### config.mk
export PLATFORM = sky130hd
export DESIGN_NAME = uart_host_if_flat
export DESIGN_NICKNAME = d
export VERILOG_FILES = /design/src/rtl/uart_host_pkg.sv /design/src/rtl/uart_host_if_if.sv /design/src/rtl/uart_host_if_hs_initiator.sv /design/src/rtl/uart_host_if.sv /design/src/flat_wrapper.sv
export SDC_FILE = /design/constraint.sdc
export NUM_CORES = 1
export LEC_CHECK = 0
export ABC_CLOCK_PERIOD_IN_PS = 2100
export CORE_AREA = 10 10 83 85
export DETAILED_ROUTE_END_ITERATION = 12
export DIE_AREA = 0 0 93 95
export PLACE_DENSITY = 0.88
export SLEW_MARGIN = 20
export SYNTH_ARGS = -nofsm -noshare
export SYNTH_HDL_FRONTEND = slang
export SYNTH_SLANG_ARGS = --single-unit
### constraint.sdc
create_clock -name clk -period 2.1 [get_ports clk]
set_input_delay 0.63 -clock clk [delete_from_list [all_inputs] [get_ports clk]]
set_output_delay 0.63 -clock clk [all_outputs]
set_load 0.01 [all_outputs]
### src/rtl/uart_host_pkg.sv
// Shared types and helpers for the UART host-side handshake initiator.
package uart_host_pkg;

  typedef enum logic [1:0] {HS_IDLE, HS_REQ, HS_REL, HS_GAP} hs_state_t;

  // Timeout counter width; a zero timeout still needs a 1-bit counter to exist.
  function automatic int cnt_width(input int t);
    return (t > 0) ? $clog2(t + 1) : 1;
  endfunction

endpackage

### src/rtl/uart_host_if_if.sv
// UART-side bus: four-phase TX load and RX unload handshakes plus status/enables.
interface uart_bus_if;
  logic       ld_tx_req;
  logic       ld_tx_ack;
  logic [7:0] tx_data;
  logic       tx_empty;
  logic       tx_enable;
  logic       uld_rx_req;
  logic       uld_rx_ack;
  logic [7:0] rx_data;
  logic       rx_empty;
  logic       rx_enable;

  modport master (
    output ld_tx_req, tx_data, tx_enable, uld_rx_req, rx_enable,
    input  ld_tx_ack, tx_empty, uld_rx_ack, rx_data, rx_empty
  );

  modport slave (
    input  ld_tx_req, tx_data, tx_enable, uld_rx_req, rx_enable,
    output ld_tx_ack, tx_empty, uld_rx_ack, rx_data, rx_empty
  );
endinterface

### src/rtl/uart_host_if_hs_initiator.sv
// One four-phase initiator: IDLE -> REQ -> REL -> GAP with an ack timeout.
module hs_initiator
  import uart_host_pkg::*;
#(
  parameter int ACK_TIMEOUT = 1024
) (
  input  logic clk,
  input  logic reset,
  input  logic start,
  input  logic ack,
  output logic req,
  output logic done,
  output logic abort,
  output logic busy
);

  localparam int CW = cnt_width(ACK_TIMEOUT);
  localparam logic [CW-1:0] LIMIT = CW'((ACK_TIMEOUT > 0) ? ACK_TIMEOUT - 1 : 0);

  hs_state_t     state;
  logic [CW-1:0] cnt;
  logic          expired;

  assign expired = (ACK_TIMEOUT > 0) && (cnt == LIMIT);
  // done marks the edge that first sees ack, so the caller can capture data then
  assign done    = (state == HS_REQ) && ack;
  assign abort   = expired && (((state == HS_REQ) && !ack) || ((state == HS_REL) && ack));
  assign busy    = (state != HS_IDLE);

  always_ff @(posedge clk or posedge reset) begin
    if (reset) begin
      state <= HS_IDLE;
      req   <= 1'b0;
      cnt   <= '0;
    end else begin
      case (state)
        HS_IDLE: if (start) begin
          state <= HS_REQ;
          req   <= 1'b1;
          cnt   <= '0;
        end
        HS_REQ: if (ack) begin
          state <= HS_REL;
          req   <= 1'b0;
          cnt   <= '0;
        end else if (expired) begin
          state <= HS_IDLE;
          req   <= 1'b0;
        end else begin
          cnt <= cnt + 1'b1;
        end
        HS_REL: if (!ack) begin
          state <= HS_GAP;
        end else if (expired) begin
          state <= HS_IDLE;
        end else begin
          cnt <= cnt + 1'b1;
        end
        HS_GAP:  state <= HS_IDLE;
        default: state <= HS_IDLE;
      endcase
    end
  end

endmodule

### src/rtl/uart_host_if.sv
// Host-side initiator: moves host TX bytes into the UART and drains UART RX bytes
// into a one-byte receive buffer with done/overrun/timeout status.
module uart_host_if
  import uart_host_pkg::*;
#(
  parameter int ACK_TIMEOUT = 1024
) (
  input  logic        clk,
  input  logic        reset,
  input  logic        host_tx_wr,
  input  logic [7:0]  host_tx_data,
  output logic        host_tx_rdy,
  input  logic        host_rx_rd,
  output logic [7:0]  host_rx_data,
  output logic        host_rx_done,
  output logic        host_rx_ovr,
  output logic        hs_timeout,
  uart_bus_if.master  uart
);

  logic tx_held, tx_start, tx_done, tx_abort, tx_busy;
  logic rx_start, rx_cap, rx_abort, rx_busy;

  // Byte stays held until the UART acks it or the handshake is abandoned.
  assign tx_start = tx_held && uart.tx_empty && !tx_busy;
  assign rx_start = !uart.rx_empty && !rx_busy;

  hs_initiator #(.ACK_TIMEOUT(ACK_TIMEOUT)) u_tx (
    .clk(clk), .reset(reset), .start(tx_start), .ack(uart.ld_tx_ack),
    .req(uart.ld_tx_req), .done(tx_done), .abort(tx_abort), .busy(tx_busy)
  );

  hs_initiator #(.ACK_TIMEOUT(ACK_TIMEOUT)) u_rx (
    .clk(clk), .reset(reset), .start(rx_start), .ack(uart.uld_rx_ack),
    .req(uart.uld_rx_req), .done(rx_cap), .abort(rx_abort), .busy(rx_busy)
  );

  always_ff @(posedge clk or posedge reset) begin
    if (reset) begin
      uart.tx_data <= '0;
      tx_held      <= 1'b0;
      host_tx_rdy  <= 1'b1;
    end else if (host_tx_wr && host_tx_rdy) begin
      uart.tx_data <= host_tx_data;
      tx_held      <= 1'b1;
      host_tx_rdy  <= 1'b0;
    end else if (tx_done || tx_abort) begin
      tx_held <= 1'b0;
      if (tx_abort) host_tx_rdy <= 1'b1;
    end else if (!tx_held && !tx_busy && uart.tx_empty) begin
      host_tx_rdy <= 1'b1;
    end
  end

  // A read in the capture cycle consumed the old byte, so it is not an overrun.
  always_ff @(posedge clk or posedge reset) begin
    if (reset) begin
      host_rx_data <= '0;
      host_rx_done <= 1'b0;
      host_rx_ovr  <= 1'b0;
    end else if (rx_cap) begin
      host_rx_data <= uart.rx_data;
      host_rx_done <= 1'b1;
      host_rx_ovr  <= host_rx_rd ? 1'b0 : (host_rx_ovr || host_rx_done);
    end else if (host_rx_rd) begin
      host_rx_done <= 1'b0;
      host_rx_ovr  <= 1'b0;
    end
  end

  always_ff @(posedge clk or posedge reset) begin
    if (reset) begin
      hs_timeout     <= 1'b0;
      uart.tx_enable <= 1'b0;
      uart.rx_enable <= 1'b0;
    end else begin
      uart.tx_enable <= 1'b1;
      uart.rx_enable <= 1'b1;
      if (tx_abort || rx_abort) hs_timeout <= 1'b1;
    end
  end

endmodule
### src/flat_wrapper.sv
// flat-port wrapper written by rule: the top's interface ports become plain ports
module uart_host_if_flat import uart_host_pkg::*;
#(
  parameter int ACK_TIMEOUT = 1024
)
  (clk, reset, host_tx_wr, host_tx_data, host_tx_rdy, host_rx_rd, host_rx_data, host_rx_done, host_rx_ovr, hs_timeout, uart_ld_tx_req, uart_tx_data, uart_tx_enable, uart_uld_rx_req, uart_rx_enable, uart_ld_tx_ack, uart_tx_empty, uart_uld_rx_ack, uart_rx_data, uart_rx_empty);
  uart_bus_if uart_i ();
  input  logic clk;
  input  logic reset;
  input  logic host_tx_wr;
  input  logic [7:0] host_tx_data;
  output logic host_tx_rdy;
  input  logic host_rx_rd;
  output logic [7:0] host_rx_data;
  output logic host_rx_done;
  output logic host_rx_ovr;
  output logic hs_timeout;
  output wire logic [$bits(uart_i.ld_tx_req)-1:0] uart_ld_tx_req;
  output wire logic [$bits(uart_i.tx_data)-1:0] uart_tx_data;
  output wire logic [$bits(uart_i.tx_enable)-1:0] uart_tx_enable;
  output wire logic [$bits(uart_i.uld_rx_req)-1:0] uart_uld_rx_req;
  output wire logic [$bits(uart_i.rx_enable)-1:0] uart_rx_enable;
  input wire logic [$bits(uart_i.ld_tx_ack)-1:0] uart_ld_tx_ack;
  input wire logic [$bits(uart_i.tx_empty)-1:0] uart_tx_empty;
  input wire logic [$bits(uart_i.uld_rx_ack)-1:0] uart_uld_rx_ack;
  input wire logic [$bits(uart_i.rx_data)-1:0] uart_rx_data;
  input wire logic [$bits(uart_i.rx_empty)-1:0] uart_rx_empty;
  assign uart_ld_tx_req = uart_i.ld_tx_req;
  assign uart_tx_data = uart_i.tx_data;
  assign uart_tx_enable = uart_i.tx_enable;
  assign uart_uld_rx_req = uart_i.uld_rx_req;
  assign uart_rx_enable = uart_i.rx_enable;
  assign uart_i.ld_tx_ack = uart_ld_tx_ack;
  assign uart_i.tx_empty = uart_tx_empty;
  assign uart_i.uld_rx_ack = uart_uld_rx_ack;
  assign uart_i.rx_data = uart_rx_data;
  assign uart_i.rx_empty = uart_rx_empty;
  uart_host_if #(.ACK_TIMEOUT(ACK_TIMEOUT)) u_core (.clk(clk), .reset(reset), .host_tx_wr(host_tx_wr), .host_tx_data(host_tx_data), .host_tx_rdy(host_tx_rdy), .host_rx_rd(host_rx_rd), .host_rx_data(host_rx_data), .host_rx_done(host_rx_done), .host_rx_ovr(host_rx_ovr), .hs_timeout(hs_timeout), .uart(uart_i));
endmodule
==> impl_metrics.ini <==
[run_status]
status = finished clean

[worst_setup_path]
path_cells = clkdlybuf4s50_1
critPathLaunchType = flip-flop
cp_max_fo = 3
arrival_ns = 1.40
cp-end-kind = primary output
crit_required_ns = 1.47
max_stage_delay_ns = 0.56
critPathTopFamily = flip-flops
path_buf_inv = 1
crit_type = reg -> out
cp_slowest_cell = dfstp_2

[timing]
hold_ws_ns = 0.4866
hold_viol = 0
setup_viol = 0
rsz0062_at_grt = false
finalSetupTns_ns = 0
slew_violations = 0
fin_crit_sh = 0.9689
post-route-min-period_ns = 2.035
max_freq_ghz = 0.4915
finClkSkew_ns = 0.005746

[global_route]
overflow = 0
grt_pass1_vias = 2322
track_usage = 0.1486
grt_first_pass_wirelength_um = 10880
antenna_found_initial = 0
grt_max_degree = 51

[yosys]
synthTopCellsByArea = dfrtp_1 46%, mux2_2 6.8%, ha_1 5.2%, a21oi_1 4.4%, o21ai_0 2.5%
synth_edf_count = 0
synthArstFlopShare = 1.000
synth_top_cell_area_share = 0.4636
synth_top_area_cell = dfrtp_1
yosys_warnings = 0
yosysMostFrequentCell = dfrtp_1
synth_area_um2 = 2645
synth_seq_cells = 50
yosys_most_used_dff = dfrtp_1
postSynthAreaPerCell_um2 = 10.41
seq_area_frac_synth = 0.4735
yosys-top-cells-count = 49 x dfrtp_1, 23 x a21oi_1, 16 x mux2_2, 13 x o21ai_0
synth_cell_types = 53
synthCells = 254
synthesis.nets = 289

[power]
peakVddDrop_mv = 0.6256
internal_power_w = 0.002679
swShare = 0.3521
power_frac_comb = 0.495
p_leak_nw = 1.463
p_sw_w = 0.001456
p_per_area_nw_per_um2 = 1183
clkPwrFrac = 0.162
p_seq_frac = 0.343

[route]
drt_wl_total_um = 6360
wire_per_inst_um = 15.90
ant_nets = 0
drc = 0
first_pass_iters = 4
via_per_inst = 5.813
dr_total_vias = 2325
drt_first_iter_violations = 150

[clock_network]
cts.htree.levels = 2
tritoncts = built
cts_setup_buffers = 0
clkSlewWorstSetupHoldPaths_ns = 0.09
clk_latency_ns = 0.30
cts-buffers-inserted = 5
hold_buffers = 0
root_buffer = clkbuf_8
cts_sinks = 50
clockBufferDepth = 2
post_cts_resized = 0

[floorplanning]
dieWidth_um = 93
dieArea_um2 = 8835
io_pins = 48
rows = 27
die_y_um = 95
core-area_um2 = 5338
initial_utilization = 0.4955

[finish]
drive_above_1_share = 0.1890
fin_cells = 400
final_area_um2 = 3495
diodes = 0
nNetsFinal = 362
nFillCells = 435
syn2layout_area_growth_pct = 32.12

[job]
maxCapViolations = 0

[placed_design]
dpl_cell_area_um2 = 3381
placed_cells = 392
dp_hpwl_um = 4805
routabilityCongestion = 0.8224
port_buffers = 47

[min_path]
hp-class = reg -> reg
stage by stage:
stage | power, W | worst slack, ns | utilization
2_1_floorplan | 0.002446 | 0.2705 | -
3_3_place_gp | 0.003392 | -0.1306 | 0.6334
3_5_place_dp | 0.003479 | -0.1945 | 0.6334
4_1_cts | 0.004160 | 0.04993 | 0.6538
5_1_grt | 0.004431 | 0.006246 | 0.6547
6_report | 0.004135 | 0.06523 | 0.6547
worst paths after layout:
check	start	to	slack [ns]	cells after the start
min in group asynchronous	reset	u_core.uart.tx_data[1]	0.68	3
max reg2reg	u_core.u_tx.state[0]	u_core.u_tx.cnt[4]	0.20	7
max in group asynchronous	reset	u_core.host_tx_rdy	1.15	3
min	u_core.hs_timeout	u_core.hs_timeout	0.49	2
min reg2reg	u_core.hs_timeout	u_core.hs_timeout	0.49	2
max	u_core.host_tx_rdy	host_tx_rdy	0.07	1
placed cells by master, fill, tap and decap left out, drive strengths merged, types with 6 or more instances in the layout:
master / n
dfrtp: 49
clkdlybuf4s50: 47
buf: 27
a21oi: 24
mux2: 16
o21ai: 14
nor2: 12
ha: 11
nand2: 11
inv: 11
nand4: 10
nand3: 10
or3: 8
nor3: 8
and4: 6
a31oi: 6
layer usage:
layer / share of wire / global-route usage / wire, µm / up-vias
li1: - / - / - / 1099
met1: 0.43 / 0.1767 / 2745 / 1137
met2: 0.50 / 0.2564 / 3158 / 79
met3: 0.056 / 0.03648 / 353 / 10
met4: 0.016 / 0.05141 / 102 / 0
met5: 0 / 0 / 0 / -
power groups by stage:
stage	Sequential (W)	Clock, W	Combinational, W
floorplan	0.00151	0	0.000939
global placement	0.00142	0	0.00197
detailed placement	0.00144	0	0.00204
CTS	0.00142	0.000687	0.00205
global route	0.00146	0.000730	0.00224
finish	0.00142	0.000670	0.00205
cell type report:
cell class	count	area, µm²	area share
well taps	72	90.09	0.02578
flip-flops and latches	50	1252	0.3584
repair buffers	74	698.2	0.1998
inverters	11	41.29	0.01182
multi-input cells	185	1304	0.3731
clock inverters	3	40.04	0.01146
clock buffers	5	68.82	0.01969
cell families (layout without fill, tap and decap cells):
logic type,count (synthesis),in the layout,share of synthesized area
adder cells (fa/ha/maj),11,11,0.05203
AO/OA/AOI/OAI,71,71,0.1774
buffers and inverters,19,93,0.03547
other,1,1,0.001418
AND/OR/NAND/NOR,86,86,0.1921
multiplexers,16,16,0.06812
flip-flops,50,50,0.4735
sequential cells by signal, indices dropped and copies added, names as in the netlist:
signal	count
u_core.host_rx_data	8
u_core.host_rx_done	1
u_core.host_rx_ovr	1
u_core.host_tx_rdy	1
u_core.hs_timeout	1
u_core.tx_held	1
u_core.u_rx.cnt	11
u_core.u_rx.req	1
u_core.u_rx.state	2
u_core.u_tx.cnt	11
u_core.u_tx.req	1
u_core.u_tx.state	2
u_core.uart.tx_data	8
u_core.uart.tx_enable	1
(Power assumes the default switching activity.)
